[src/rtl/bram_arbiter.sv]
// Arbitrates the single-ported data BRAM between the CPU MEM stage and a debug dump streamer.
// Optional ARB_STALL_CNT_EN adds o_stall_cnt, a saturating count of denied CPU request cycles.
module bram_arbiter #(
  parameter int unsigned ADDR_W       = 8,
  parameter int unsigned DATA_W       = 32,
  parameter int unsigned STARVE_LIMIT = 4
) (
  input  logic              clk,
  input  logic              i_reset,
  input  logic              i_cpu_req,
  input  logic              i_cpu_we,
  input  logic [ADDR_W-1:0] i_cpu_addr,
  input  logic [DATA_W-1:0] i_cpu_wdata,
  output logic              o_cpu_gnt,
  output logic [DATA_W-1:0] o_cpu_rdata,
  output logic              o_cpu_rvalid,
  input  logic              i_dbg_start,
  input  logic [ADDR_W-1:0] i_dbg_base,
  input  logic [ADDR_W:0]   i_dbg_len,
  output logic [DATA_W-1:0] o_dbg_data,
  output logic              o_dbg_valid,
  input  logic              i_dbg_ready,
  output logic              o_dbg_busy,
  output logic              o_dbg_done,
  output logic              o_mem_we,
  output logic [ADDR_W-1:0] o_mem_addr,
  output logic [DATA_W-1:0] o_mem_wdata,
`ifdef ARB_STALL_CNT_EN
  output logic [15:0]       o_stall_cnt,
`endif
  input  logic [DATA_W-1:0] i_mem_rdata
);

  localparam int unsigned LEN_W    = ADDR_W + 1;
  localparam int unsigned STARVE_W = $clog2(STARVE_LIMIT + 1);

  typedef enum logic [1:0] {
    ST_IDLE,
    ST_RUN,
    ST_DONE
  } state_e;

  state_e              state_q, state_d;
  logic [ADDR_W-1:0]   addr_q, addr_d;
  logic [LEN_W-1:0]    remain_q, remain_d;
  logic [STARVE_W-1:0] starve_q, starve_d;
  logic                dbg_valid_q, dbg_valid_d;
  logic [DATA_W-1:0]   dbg_data_q, dbg_data_d;
  logic                busy_q, busy_d;
  logic                done_q, done_d;
  logic                cpu_rvalid_q, cpu_rvalid_d;
  logic [DATA_W-1:0]   cpu_rdata_q, cpu_rdata_d;

  logic word_taken_c;
  logic buf_free_c;
  logic dump_want_c;
  logic starved_c;
  logic cpu_gnt_c;
  logic dump_take_c;

  // Slot arbitration: CPU first unless the dump engine has been starved long enough
  always_comb begin
    word_taken_c = dbg_valid_q && i_dbg_ready;
    buf_free_c   = !dbg_valid_q || i_dbg_ready;
    dump_want_c  = (state_q == ST_RUN) && (remain_q != '0) && buf_free_c;
    starved_c    = (starve_q == STARVE_W'(STARVE_LIMIT));
    cpu_gnt_c    = i_cpu_req && !(starved_c && dump_want_c);
    dump_take_c  = dump_want_c && !cpu_gnt_c;
  end

  always_comb begin
    o_mem_we    = 1'b0;
    o_mem_addr  = '0;
    o_mem_wdata = '0;
    if (cpu_gnt_c) begin
      o_mem_we    = i_cpu_we;
      o_mem_addr  = i_cpu_addr;
      o_mem_wdata = i_cpu_wdata;
    end else if (dump_take_c) begin
      o_mem_addr  = addr_q;
    end
  end

  // i_mem_rdata is launched on the falling edge of the grant cycle, so it is captured at the closing edge
  always_comb begin
    state_d      = state_q;
    addr_d       = addr_q;
    remain_d     = remain_q;
    starve_d     = starve_q;
    dbg_valid_d  = dbg_valid_q;
    dbg_data_d   = dbg_data_q;
    cpu_rvalid_d = cpu_gnt_c && !i_cpu_we;
    cpu_rdata_d  = cpu_rdata_q;

    if (cpu_gnt_c && !i_cpu_we) begin
      cpu_rdata_d = i_mem_rdata;
    end

    if (cpu_gnt_c && dump_want_c) begin
      starve_d = starve_q + STARVE_W'(1);
    end else if (dump_take_c) begin
      starve_d = '0;
    end

    if (dump_take_c) begin
      dbg_valid_d = 1'b1;
      dbg_data_d  = i_mem_rdata;
      addr_d      = addr_q + ADDR_W'(1);
      remain_d    = remain_q - LEN_W'(1);
    end else if (word_taken_c) begin
      dbg_valid_d = 1'b0;
    end

    case (state_q)
      ST_IDLE: begin
        if (i_dbg_start) begin
          addr_d   = i_dbg_base;
          remain_d = i_dbg_len;
          state_d  = (i_dbg_len == '0) ? ST_DONE : ST_RUN;
        end
      end
      ST_RUN: begin
        if ((remain_q == '0) && (word_taken_c || !dbg_valid_q)) begin
          state_d = ST_DONE;
        end
      end
      ST_DONE: state_d = ST_IDLE;
      default: state_d = ST_IDLE;
    endcase

    busy_d = (state_d == ST_RUN);
    done_d = (state_d == ST_DONE);
  end

  always_ff @(posedge clk) begin
    if (i_reset) begin
      state_q      <= ST_IDLE;
      addr_q       <= '0;
      remain_q     <= '0;
      starve_q     <= '0;
      dbg_valid_q  <= 1'b0;
      dbg_data_q   <= '0;
      busy_q       <= 1'b0;
      done_q       <= 1'b0;
      cpu_rvalid_q <= 1'b0;
      cpu_rdata_q  <= '0;
    end else begin
      state_q      <= state_d;
      addr_q       <= addr_d;
      remain_q     <= remain_d;
      starve_q     <= starve_d;
      dbg_valid_q  <= dbg_valid_d;
      dbg_data_q   <= dbg_data_d;
      busy_q       <= busy_d;
      done_q       <= done_d;
      cpu_rvalid_q <= cpu_rvalid_d;
      cpu_rdata_q  <= cpu_rdata_d;
    end
  end

  assign o_cpu_gnt    = cpu_gnt_c;
  assign o_cpu_rdata  = cpu_rdata_q;
  assign o_cpu_rvalid = cpu_rvalid_q;
  assign o_dbg_data   = dbg_data_q;
  assign o_dbg_valid  = dbg_valid_q;
  assign o_dbg_busy   = busy_q;
  assign o_dbg_done   = done_q;

`ifdef ARB_STALL_CNT_EN
  localparam int unsigned STALL_W = 16;

  logic [STALL_W-1:0] stall_cnt_q, stall_cnt_d;

  // Saturating count of cycles the CPU asked but was held off
  always_comb begin
    stall_cnt_d = stall_cnt_q;
    if (i_cpu_req && !cpu_gnt_c && (stall_cnt_q != {STALL_W{1'b1}})) begin
      stall_cnt_d = stall_cnt_q + STALL_W'(1);
    end
  end

  always_ff @(posedge clk) begin
    if (i_reset) begin
      stall_cnt_q <= '0;
    end else begin
      stall_cnt_q <= stall_cnt_d;
    end
  end

  assign o_stall_cnt = stall_cnt_q;
`endif

endmodule

[config.mk]
export PLATFORM = sky130hd
export DESIGN_NAME = bram_arbiter
export DESIGN_NICKNAME = d
export VERILOG_FILES = /design/src/rtl/bram_arbiter.sv
export SDC_FILE = /design/constraint.sdc
export NUM_CORES = 1
export LEC_CHECK = 0
export BUFFER_PORTS_ARGS = -buffer_cell sky130_fd_sc_hd__buf_4
export CORE_UTILIZATION = 50
export CTS_BUF_LIST = sky130_fd_sc_hd__clkbuf_4
export DETAILED_ROUTE_END_ITERATION = 10
export GPL_TIMING_DRIVEN = 0
export HOLD_SLACK_MARGIN = 0.03
export PLACE_DENSITY = 0.84
export SYNTH_ARGS = -nofsm -noshare
export SYNTH_HDL_FRONTEND = slang
export SYNTH_SLANG_ARGS = --single-unit
export TNS_END_PERCENT = 1
[constraint.sdc]
create_clock -name clk -period 3.85 [get_ports clk]
set_input_delay 0.77 -clock clk [delete_from_list [all_inputs] [get_ports clk]]
set_output_delay 0.77 -clock clk [all_outputs]
set_load 0.01 [all_outputs]
======== After elaboration in Yosys (flattened, before gate mapping) ========
Index checks and enable logic that the tools add are counted.
storage, ports and cells
  flip-flop bits (word level) ............. 90
  latch bits .............................. 0
  RAM bits ................................ 0
  memory bits (read-only) ................. 0
  input bits .............................. 95
  output and inout bits ................... 110
  logic and storage cells ................. 56
  memories ................................ 0
operators by class
  $add $sub $neg .......................... 3
  multipliers ............................. 0
  div/mod/pow operators ................... 0
  order comparisons ....................... 0
  equal/unequal tests ..................... 4
  shift-type cells ........................ 0
  muxes and demuxes ....................... 18
  bitwise gates (word level) .............. 0
  reduce and logical (&&, ||, !) cells .... 21
operators with widths
  kind                                                                   number
  8-bit 2-to-1 mux                                                       5
  32-bit 2-to-1 mux                                                      1
  9-bit 2-to-1 mux                                                       3
  9-bit zero test                                                        2
  1-bit logical AND                                                      9
  9-bit nonzero test                                                     1
  9-bit by 1-bit subtractor with 9-bit output, second input constant     1
  8-bit by 1-bit adder with 8-bit output, second input constant          1
  2-bit 2-to-1 mux                                                       3
  3-bit 2-to-1 mux                                                       2
  2-bit by 1-bit equality test with 1-bit output, second input constant  2
  1-bit zero test                                                        4
  2-bit case mux with 2 select lines                                     1
  2-bit nonzero test                                                     2
  3-bit by 1-bit adder with 3-bit output, second input constant          1
  3-bit equality test, second input constant                             1
  1-bit 2-to-1 mux                                                       3
  2-bit equality test, second input constant                             1
  2-bit zero test                                                        1
  1-bit logical OR                                                       2

======== Depth between registers and ports, before layout ========
  depth after elaboration ................. 11
  mapped depth ............................ 10
  gate-level depth less buffers ........... 7

======== Worst setup path after synthesis ========
No wires, ideal clock.
  kind .................................... input port to output port
  from .................................... in i_dbg_ready
  to ...................................... out o_mem_addr[1]
  data arrival time ....................... 1.880 ns
  required time ........................... 3.080 ns
  setup slack ............................. 1.200 ns
  stages on the path ...................... 6
  buffers on the path ..................... 2
  path through ............................ nand2b_1 > nand4_1 > o21a_1 > buf_4 > buf_2 > o31ai_1
on the way
  cells in the longest elaborated chain, start to end .. 9
RTL lines
  element                RTL line  source
  from (decl)            22        input logic i_dbg_ready,
  1-bit logical OR (*)   64        buf_free_c = !dbg_valid_q || i_dbg_ready;
  1-bit logical AND (*)  65        dump_want_c = (state_q == ST_RUN) && (remain_q != '0) && buf_free_c;
  1-bit logical AND (*)  67        cpu_gnt_c = i_cpu_req && !(starved_c && dump_want_c);
  1-bit zero test (*)    67
  1-bit logical AND (*)  67
  net o_cpu_gnt          14        output logic o_cpu_gnt,
  1-bit zero test        68        dump_take_c = dump_want_c && !cpu_gnt_c;
  1-bit logical AND      68
  8-bit 2-to-1 mux       79        end else if (dump_take_c) begin
  8-bit 2-to-1 mux (*)   75        if (cpu_gnt_c) begin
  to (decl)              26        output logic [ADDR_W-1:0] o_mem_addr,
The timed path passes the listed nets; every way through them passes the cells marked *.

======== Final worst setup path ========
  from .................................... reg remain_q[0]
  to ...................................... out o_mem_wdata[23]
on the way
  cells in the longest elaborated chain, start to end .. 7
RTL lines
  element                          RTL line  source
  from (decl)                      45        logic [LEN_W-1:0] remain_q, remain_d;
  from (signal assigned)           150       remain_q <= remain_d;
  9-bit nonzero test               65
  1-bit logical AND (2 in series)  65
  1-bit logical AND                67
  1-bit zero test                  67
  1-bit logical AND                67
  32-bit 2-to-1 mux                75
  to (decl)                        27        output logic [DATA_W-1:0] o_mem_wdata,
No other way between the ends.

==> qor.yml <==
first_pass_iters: 4
ir_drop_uv: 280
setup_viol: 0
synth_common_cells: "dfxtp_1 (90), nand2_1 (78), nor2_1 (47), a21oi_1 (40), and2_1 (35)"
die_area_um2: 8260
finalCritPeriodShare_pct: 86.5
syn_area_per_cell_um2: 8.76
place.gp.congestion: 0.903
yosysUniqueCellTypes: 46
ys_warn_count: 0
synth_area_um2: 3950
die_h_um: 90.9
powerDensity_nw_per_um2: 357
synth_area_leaders: "dfxtp_1 (46%), mux2i_1 (8.1%), nand2_1 (7.4%)"
hp-class: "flop to flop"
tightest_slew_ns: 0.557
worstSetupEndpointType: "output pin"
fmax_ghz: 0.300
synthCells: 451
swShare_pct: 29.7
top_layer_used: "met4"
synth-seq-area-share_pct: 45.6
startpoint_type: "flop"
crit_arrival_ns: 2.56
antenna_found_initial: 0
postCtsHoldBufs: 0
final_cells: 772
seqPwrFrac_pct: 50.3
dpl.hpwl_um: 8800
die_w_um: 90.9
grt_pass1_wl_um: 18200
route.met3.wl_um: 1070
drv_cap: 0
synth.most_common_cell: "dfxtp_1"
yosysTopAreaCell: "dfxtp_1"
wirelength_um: 11500
via_per_inst: 5.07
path_clk_slew_ns: 0.14
wl_met1_um: 4590
rsz0062_at_grt: "no"
cp.required_ns: 3.08
track_usage_pct: 27.5
root_buffer: "clkbuf_4"
drc: 0
io_buffer_count: 203
initialDrtViolationCount: 222
utilization_pct: 74.7
ys_ff_latch: 90
crit_path_cell_trace: "inv_1, ha_1, nor3b_1, and3_1, buf_6, o21a_1, buf_4, clkbuf_1, and2_1, buf_4"
power.share.clock_pct: 26.1
cts_buffers: 9
synthFlopType: "dfxtp_1"
place_inst: 756
core_area_um2: 7690
leakage_nw: 2.59
crit_buf_inv: 5
wl_met2_um: 5600
critical-path-top-delay-family: "simple AND/OR/NAND/NOR gates"
start_util_pct: 51.4
switchingPower_mw: 0.608
post-place-ws_ns: 0.862
nNetsFinal: 764
core.rowCount: 32
insertion_delay_ns: 0.45
syn_nets: 550
slew_viol_final: 0
drive_gt1_share_pct: 36.1
slowest_stage: "nor3b_1"
cts_sinks: 90
routed-via-count: 3916
ant_nets: 0
cts_resized: 0
grt_max_degree: 16
layout_setup_ws_ns: 0.520
outcome: "finished, final reports clean"
max_stage_delay_ns: 0.37
cts_tree: "built"
crit_top_cell: "buf_4"
async_reset_ff_share_pct: 0
worstPathMaxFanout: 10
first_global_vias: 3842
wl_per_cell_um: 14.8
power_frac_comb_pct: 23.5
cts_setup_buffers: 0
p_int_mw: 1.44
fill_cells: 579
synth-edff-count: 0
path_class: "flop to output pin"
overflow: 0
area_growth_pct: 45.4
fin_worst_skew_ns: 0.0194
clockBufferDepth: 2
finalCriticalPeriod_ns: 3.33
synth.top_cell.area_share_pct: 45.6
slew-limit-headroom_pct: 62.9
tns_ns: 0
hold_viol: 0
io-pin-count: 205
htree_levels: 3
antennaDiodeCount: 0
==> sequential cells by signal (all words and copies together) (netlist names) <==
name	flops
o_dbg_data	32
o_dbg_done	1
o_dbg_busy	1
o_dbg_valid	1
remain_q	9
o_cpu_rdata	32
starve_q	3
addr_q	8
o_cpu_rvalid	1
state_q	2
==> power groups by stage <==
stage	sequential [mW]	combinational, mW	clock (mW)
4_1_cts	1.03	0.483	0.544
3_5_place_dp	1.05	0.481	0
6_report	1.03	0.482	0.536
5_1_grt	1.04	0.524	0.580
3_3_place_gp	1.05	0.470	0
2_1_floorplan	1.06	0.238	0
==> cell type report <==
type	instances	area [µm²]	area share, %
multi-input cells	321	1910	33.3
flip-flops and latches	90	1800	31.4
repair buffers	203	1520	26.5
plain buffers	32	210	3.66
well taps	102	128	2.22
clock buffers	10	75.1	1.31
clock inverters	6	66.3	1.15
inverters	8	30.0	0.523
==> metal layers <==
| metal | up-vias | track usage, % |
|---|---|---|
| met1 | 1773 | 32.0 |
| met4 | 0 | 11.9 |
| met3 | 21 | 7.32 |
| met5 | - | 0 |
| li1 | 1942 | - |
| met2 | 180 | 47.5 |
==> worst min-delay path, stage by stage (launching register included) <==
cell,delay (ns)
dfxtp_1,0.34
nand2_1,0.05
a21oi_1,0.05
==> cells in the final DEF, fill, tap and decap left out, types with 8 or more instances in the layout <==
cell / count
clkbuf_4: 10
a21oi_1: 40
and2_1: 35
a22o_1: 12
nor2_1: 47
nand2_1: 78
mux2i_1: 32
inv_1: 8
clkbuf_1: 17
dfxtp_1: 90
buf_4: 205
==> per-stage QoR <==
stage / hold WS (ns) / power (mW) / cell area, µm²
2_1_floorplan: 0.453 / 1.30 / 3950
3_3_place_gp: 0.442 / 1.52 / 5600
3_5_place_dp: 0.449 / 1.53 / 5600
4_1_cts: 0.468 / 2.06 / 5750
5_1_grt: 0.478 / 2.14 / 5750
6_report: 0.464 / 2.05 / 5750
==> final timing paths <==
check	slack (ns)	start	endpoint	depth (start not counted)
worst min-delay path	0.46	o_dbg_data[7]	o_dbg_data[7]	2
worst max-delay path	0.52	remain_q[0]	o_mem_wdata[23]	10
worst max register to register	1.61	remain_q[0]	o_dbg_data[5]	9
worst min register to register	0.46	o_dbg_data[7]	o_dbg_data[7]	2
==> kinds of logic (layout without fill, tap and decap cells) <==
family                   count (synthesis)  in the layout  share of synthesized area (%)
AND/OR/NAND/NOR                        201            201                           24.6
adder cells (fa/ha/maj)                  4              4                           1.27
flip-flops                              90             90                           45.6
XOR/XNOR                                13             13                           2.88
buffers and inverters                   40            259                           6.08
AO/OA/AOI/OAI                           71             71                           11.5
multiplexers                            32             32                           8.10
Note: power is estimated with default switching activity, not from simulation.
